===== src/rtl/sdram_arbiter.sv =====
// Two-port round-robin arbiter feeding one SDRAM controller command port.
// Read data is steered back to its requester through an in-order tag FIFO of granted port IDs.
module sdram_arbiter #(
  parameter int AW     = 24,
  parameter int DW     = 16,
  parameter int MAX_RD = 4
) (
  input  logic          clk,
  input  logic          reset,
  input  logic          p0_req,
  input  logic          p0_write,
  input  logic [AW-1:0] p0_addr,
  input  logic [DW-1:0] p0_wdata,
  output logic          p0_ready,
  output logic          p0_rvalid,
  output logic [DW-1:0] p0_rdata,
  input  logic          p1_req,
  input  logic          p1_write,
  input  logic [AW-1:0] p1_addr,
  input  logic [DW-1:0] p1_wdata,
  output logic          p1_ready,
  output logic          p1_rvalid,
  output logic [DW-1:0] p1_rdata,
  output logic          sd_req,
  output logic          sd_write,
  output logic [AW-1:0] sd_addr,
  output logic [DW-1:0] sd_wdata,
  input  logic          sd_ready,
  input  logic          sd_rvalid,
  input  logic [DW-1:0] sd_rdata,
  output logic          rd_err
);

  localparam int IW = $clog2(MAX_RD);
  localparam int PW = IW + 1;
  localparam logic [PW-1:0] FULL_CNT = PW'(MAX_RD);

  typedef enum logic {S_IDLE, S_CMD} state_t;

  state_t        r_state;
  logic          r_last_gnt;
  logic          r_sd_req;
  logic          r_sd_write;
  logic [AW-1:0] r_sd_addr;
  logic [DW-1:0] r_sd_wdata;
  logic          r_rd_err;
  logic          r_tag_mem [MAX_RD];
  logic [PW-1:0] r_wr_ptr;
  logic [PW-1:0] r_rd_ptr;

  logic [PW-1:0] w_count;
  logic          w_full;
  logic          w_empty;
  logic          w_elig0;
  logic          w_elig1;
  logic          w_grant;
  logic          w_sel;
  logic          w_push;
  logic          w_pop;
  logic          w_head;

  // Pointers carry one extra wrap bit so full and empty are distinguishable.
  assign w_count = r_wr_ptr - r_rd_ptr;
  assign w_full  = (w_count == FULL_CNT);
  assign w_empty = (w_count == '0);

  // A read is held off while every tag slot is occupied; writes never are.
  assign w_elig0 = p0_req & (p0_write | ~w_full);
  assign w_elig1 = p1_req & (p1_write | ~w_full);
  assign w_grant = (r_state == S_IDLE) & (w_elig0 | w_elig1);
  assign w_sel   = (w_elig0 & w_elig1) ? ~r_last_gnt : w_elig1;

  // Ready is the accept strobe of the IDLE cycle; masked during reset.
  assign p0_ready = reset & w_grant & ~w_sel;
  assign p1_ready = reset & w_grant &  w_sel;

  assign w_push = r_sd_req & sd_ready & ~r_sd_write;
  assign w_pop  = sd_rvalid & ~w_empty;
  assign w_head = r_tag_mem[r_rd_ptr[IW-1:0]];

  assign p0_rvalid = w_pop & ~w_head;
  assign p1_rvalid = w_pop &  w_head;
  assign p0_rdata  = sd_rdata;
  assign p1_rdata  = sd_rdata;

  assign sd_req   = r_sd_req;
  assign sd_write = r_sd_write;
  assign sd_addr  = r_sd_addr;
  assign sd_wdata = r_sd_wdata;
  assign rd_err   = r_rd_err;

  always_ff @(posedge clk or negedge reset) begin
    if (!reset) begin
      r_state    <= S_IDLE;
      r_sd_req   <= 1'b0;
      r_sd_write <= 1'b0;
      r_sd_addr  <= '0;
      r_sd_wdata <= '0;
      r_last_gnt <= 1'b1;
    end else begin
      case (r_state)
        S_IDLE: begin
          if (w_grant) begin
            r_state    <= S_CMD;
            r_sd_req   <= 1'b1;
            r_last_gnt <= w_sel;
            r_sd_write <= w_sel ? p1_write : p0_write;
            r_sd_addr  <= w_sel ? p1_addr  : p0_addr;
            r_sd_wdata <= w_sel ? p1_wdata : p0_wdata;
          end
        end
        S_CMD: begin
          if (sd_ready) begin
            r_state  <= S_IDLE;
            r_sd_req <= 1'b0;
          end
        end
        default: begin
          r_state  <= S_IDLE;
          r_sd_req <= 1'b0;
        end
      endcase
    end
  end

  // Tag pushed is the port of the command in flight, which is last_gnt.
  always_ff @(posedge clk or negedge reset) begin
    if (!reset) begin
      r_wr_ptr <= '0;
      r_rd_ptr <= '0;
      for (int i = 0; i < MAX_RD; i++) begin
        r_tag_mem[i] <= 1'b0;
      end
    end else begin
      if (w_push) begin
        r_tag_mem[r_wr_ptr[IW-1:0]] <= r_last_gnt;
        r_wr_ptr <= r_wr_ptr + PW'(1);
      end
      if (w_pop) begin
        r_rd_ptr <= r_rd_ptr + PW'(1);
      end
    end
  end

  always_ff @(posedge clk or negedge reset) begin
    if (!reset) begin
      r_rd_err <= 1'b0;
    end else if (sd_rvalid && w_empty) begin
      r_rd_err <= 1'b1;
    end
  end

endmodule


===== config.mk =====
export PLATFORM = sky130hd
export DESIGN_NAME = sdram_arbiter
export DESIGN_NICKNAME = d
export VERILOG_FILES = /design/src/rtl/sdram_arbiter.sv
export SDC_FILE = /design/constraint.sdc
export NUM_CORES = 1
export LEC_CHECK = 0
export ABC_AREA = 1
export CAP_MARGIN = 20
export CORE_UTILIZATION = 55
export CTS_BUF_LIST = sky130_fd_sc_hd__clkbuf_8
export DETAILED_ROUTE_END_ITERATION = 6
export DONT_BUFFER_PORTS = 1
export GPL_ROUTABILITY_DRIVEN = 0
export GPL_TIMING_DRIVEN = 0
export PLACE_DENSITY_LB_ADDON = 0.08
export SLEW_MARGIN = 20
export SYNTH_ARGS = -nofsm -noshare
export SYNTH_HDL_FRONTEND = slang
export SYNTH_SLANG_ARGS = --single-unit

===== constraint.sdc =====
create_clock -name clk -period 4.16 [get_ports clk]
set_input_delay 0.832 -clock clk [delete_from_list [all_inputs] [get_ports clk]]
set_output_delay 0.832 -clock clk [all_outputs]
set_load 0.01 [all_outputs]

Word level (Yosys, flattened, before mapping) --
Cells that the tools add are included. Widths: inputs -> output; s select.
Word-level totals: input port bits 104, word-level logic and storage cells 67, flip-flop bits (word level) 55, output and inout port bits 79
Cells by class: equal/unequal tests 3, add/subtract/negate cells 3, muxes and demuxes 16, bitwise logic cells 24, reduce and logical (&&, ||, !) cells 5, order comparisons 3
Operator list (number):
- $mux 24 | 1
- $mux 16 | 1
- $and 1x1->1 | 12
- $mux 1 | 9
- $not 1->1 | 7
- $add 3x1->3 const B | 2
- $ge 3x3->1 const B | 2
- $not 2->3 | 2
- $bwmux 4 | 1
- $ne 2x2->1 const B | 2
- $pmux 1 s2 | 2
- $reduce_and 2->1 | 2
- $eq 3x3->1 const B | 1
- $logic_not 3->1 | 1
- $lt 3x1->1 const B | 1
- $or 1x1->1 | 3
- $sub 3x3->3 | 1
- $bmux 1 s2 | 1
- $demux 1 s2 | 1
- $logic_and 1x1->1 | 2

Logic depth before layout (Yosys ltp) --
depth after elaboration 9, mapped depth 14, depth with buffers taken out 13

Worst setup path after synthesis --
Ideal clock, no wire load.
path type reg-to-output, from register r_wr_ptr[1], to output port p0_ready, slack 1726 ps, path buffers 0, stages on the path, launching flop included 11, data required time 3328 ps, arrival time 1602 ps, cells stage by stage dfrtp_1 > ha_1 > nand2_1 > nand2_1 > nand2_2 > nand4_1 > nand2_2 > inv_2 > nand2_4 > inv_1 > nor3_1
Between the ends: word-level cells in the longest chain between the ends 9, elaborated cells on any way between the ends 14, those cells by class 1 x add/sub; 1 x eq/ne; 1 x mux; 11 x bitwise
Ends and longest elaborated chain:
- start: declaration | RTL line 48 | logic [PW-1:0] r_wr_ptr;
- start signal: assignment | RTL line 137 | r_wr_ptr <= r_wr_ptr + PW'(1);
- $sub 3x3->3 * | RTL line 63 | assign w_count = r_wr_ptr - r_rd_ptr;
- $eq 3x3->1 * | RTL line 64 | assign w_full = (w_count == FULL_CNT);
- $not 1->1 * | RTL line 68, 69
- $or 1x1->1, on equally long branches | RTL line 68, 69
- $and 1x1->1, on equally long branches | RTL line 68, 69
- $or 1x1->1 or $and 1x1->1 (tied branches) | RTL line 70, 71
- $and 1x1->1 or $mux 1 (tied branches) | RTL line 70, 71
- $and 1x1->1 or $not 1->1 (tied branches) | RTL line 74 | assign p0_ready = reset & w_grant & ~w_sel;
- $and 1x1->1 * | RTL line 74
- end: declaration | RTL line 14 | output logic p0_ready,
Mark *: on every way between the ends. The rest lies on a longest branch, timed or not.

Final worst setup path --
from register r_rd_ptr[1], to output port p0_ready
Between the ends: word-level cells in the longest chain between the ends 9, elaborated cells on any way between the ends 14, those cells by class 1 x add/sub; 1 x eq/ne; 1 x mux; 11 x bitwise
Ends and longest elaborated chain:
- start: declaration | RTL line 49 | logic [PW-1:0] r_rd_ptr;
- start signal: assignment | RTL line 140 | r_rd_ptr <= r_rd_ptr + PW'(1);
- $sub 3x3->3 * | RTL line 63
- $eq 3x3->1 * | RTL line 64
- $not 1->1 * | RTL line 68, 69
- $or 1x1->1, on equally long branches | RTL line 68, 69
- $and 1x1->1, on equally long branches | RTL line 68, 69
- $or 1x1->1 or $and 1x1->1 (tied branches) | RTL line 70, 71
- $and 1x1->1 or $mux 1 (tied branches) | RTL line 70, 71
- $and 1x1->1 or $not 1->1 (tied branches) | RTL line 74
- $and 1x1->1 * | RTL line 74
Marked as above.

==> impl_metrics.ini <==
[status]
outcome = completed

[cells_and_area]
antennaDiodeCount = 0
multi_input_comb_area_um2 = 1390
layout.nets = 558
area.growth.synth_to_final_pct = 5.32
sequential_cell_area_um2 = 1380
drive_gt1_frac = 0.161
fill_cells = 566
post_layout_cell_count = 523

[die]
floorplan.die_area_um2 = 6430
core_um2 = 5920
fp.dieW_um = 80.2
num_rows = 28
initial_utilization = 0.568
chipHeight_um = 80.2
io_pins = 183

[sta]
drv_slew = 0
final_critical_path_setup_slack_ns = 1.10
setup-violations-final = 0
final_min_period_over_clock_period = 0.735
worst_slew_margin_rel = 0.701
fin_tns_setup_ns = 0
finalHoldViolCount = 0
worst-slew-pin-transition_ns = 0.446
max_freq_mhz = 327
min_period_ns = 3.06
final.setup_skew_ns = 0.00423
rsz0062_at_grt = no

[synth]
syn-cell-area_um2 = 3360
netlist.top_cell.by_area = dfrtp_1
yosys.area.top_type_share = 0.402
post-synth-top-count-cell = nand2_1
primary_flip_flop_cell_chosen_by_synthesis_mapping = dfrtp_1
synth.lib_cells_used.distinct = 25
seq_area_frac_synth = 0.410
number_of_enable_type_register_cells_in_the_synthesized_netlist = 0
ys_ff_latch = 55
async_flop_share = 1.00
netlist_top_cells_count = nand2_1, inv_1, dfrtp_1, nand3_1, nand3b_1
synth.net_count = 551
cells_after_synthesis = 440
ys_top_cells_by_area = dfrtp_1, nand2_1, nand3b_1, buf_4, nand3_1
syn_area_per_cell_um2 = 7.64
synth.yosys.warnings = 0

[worst_setup_path]
timing.critical_path.required_ns = 3.33
reg2reg_setup_slack_ns = 2.11
startpoint = r_rd_ptr[1]$_DFFE_PN0P_
start_kind = register
critical_path.reg2reg.startpoint = r_rd_ptr[1]$_DFFE_PN0P_
worst_setup_path_end_kind = primary output
criticalPathCategory = register to primary output
cp_data_arrival_time_ns = 2.23
path_max_fanout = 6

[clocking]
number_of_buffers_on_the_longest_clock_path = 2
cts_buffers = 5
cts.htree.levels = 2
postCtsResizedCells = 0
clk-insertion-delay-late_ns = 0.30
cts_root_cell = clkbuf_8
cts_tree = yes
post-cts-setup-buffers = 0
cts_hold_buffers = 0
clkTransAtPathRegs_ns = 0.09
sink_count = 55

[pwr]
vdd_drop_max_uv = 327
total_power_mw = 2.54
cellPowerDensity_nw_per_um2 = 716
leakagePower_nw = 1.98

[detailed_routing]
post-route-drc-count = 0
via_count_of_the_routed_design = 2740
drtIter0Drc = 123
antenna_violating_nets_post_route = 0
route.detailed.vias_per_inst = 5.24
detail_route.first_pass.iterations = 4
finalWirelength_mm = 7.34
post_dr_wirelength_cell_um = 14.0

[grt]
grt_pass1_wl_mm = 11.4
grt_remaining_overflow = 0
grt_max_degree = 57
grt_use_total = 0.233
initial_antenna_violation_count = 0
first_global_vias = 2490

[run]
max_cap_violations = 0

[placed_design]
post-dp-hpwl_mm = 5.56
dp.cells = 515
pre_cts_slack_ns = 1.39
port_buffer_count = 0

[worst_hold_path]
min-delay-path-class = primary input to async pin
## critical path, stage by stage (launching register included)
cell	delay (ns)
dfrtp_1	0.40
inv_1	0.12
ha_1	0.27
a21oi_1	0.16
nand2_1	0.11
nand4_2	0.11
nand3_2	0.18
nand2_4	0.16
inv_1	0.06
nor3_1	0.35
## cell usage in the layout (no fill, tap or decap), drive strengths merged
cell type | synthesis | final
ha | 7 | 7
inv | 60 | 61
nand3b | 40 | 40
a32oi | 1 | 1
a22oi | 1 | 1
nand4 | 2 | 2
a21oi | 4 | 4
buf | 52 | 52
xor2 | 4 | 4
nor2 | 6 | 6
nand2 | 155 | 155
dfrtp | 54 | 54
clkinvlp | 0 | 1
nor3 | 1 | 1
o21ai | 7 | 7
dfstp | 1 | 1
clkbuf | 0 | 5
clkinv | 0 | 1
a31o | 1 | 1
nand3 | 44 | 44
## area by class of cell
cell class	count	area share
well taps	75	0.0265
flip-flops and latches	55	0.389
multi-input cells	273	0.391
clock buffers	5	0.0194
clock inverters	3	0.00459
plain buffers	52	0.106
inverters	60	0.0636
## path summary, 6_finish.rpt
| path | to | cells past startpoint |
|---|---|---|
| max | p0_ready | 9 |
| max in group asynchronous | r_last_gnt$_DFFE_PN1P_ | 0 |
| min | r_rd_ptr[0]$_DFFE_PN0P_ | 0 |
| min reg2reg | r_tag_mem[1]$_DFFE_PN0P_ | 2 |
| max reg2reg | sd_wdata[7]$_DFFE_PN0P_ | 11 |
| min in group clk | r_tag_mem[1]$_DFFE_PN0P_ | 2 |
## registers in the layout, summed over array words and instances, names as in the netlist, 3 cells and up
register / flops
r_rd_ptr: 3
r_tag_mem: 4
r_wr_ptr: 3
sd_addr: 24
sd_wdata: 16
## layer usage
layer / up-vias / wire length (µm) / GRT usage
met1: 1271 / 3080 / 0.298
met2: 129 / 3500 / 0.392
met4: 0 / 45 / 0.0429
met3: 4 / 708 / 0.0682
met5: - / 0 / 0
li1: 1336 / - / -
## where the power goes
part	total (mW)	switching, mW	internal, mW	leakage (nW)
sequential	1.12	0.309	0.814	0.661
combinational	1.13	0.702	0.428	1.28
clock	0.285	0.169	0.116	0.0453
## through the flow
step	hold WS [ns]	instance area, µm²	util
after floorplan	0.453	3360	-
after global placement	0.469	3460	0.584
after detailed placement	0.475	3460	0.584
after CTS	0.201	3540	0.598
after global routing	0.182	3540	0.598
final	0.210	3540	0.598
## logic make-up (layout without fill, tap and decap cells)
family | after synthesis | after routing | synth area share
AOI/OAI and AO/OA | 14 | 14 | 0.0272
xor gates and xnor gates | 4 | 4 | 0.0104
adders and majority gates | 7 | 7 | 0.0260
buffers and inverters | 112 | 120 | 0.179
DFF | 55 | 55 | 0.410
and+or+nand+nor | 248 | 248 | 0.348
No activity file was read; power rests on OpenSTA's default activity.
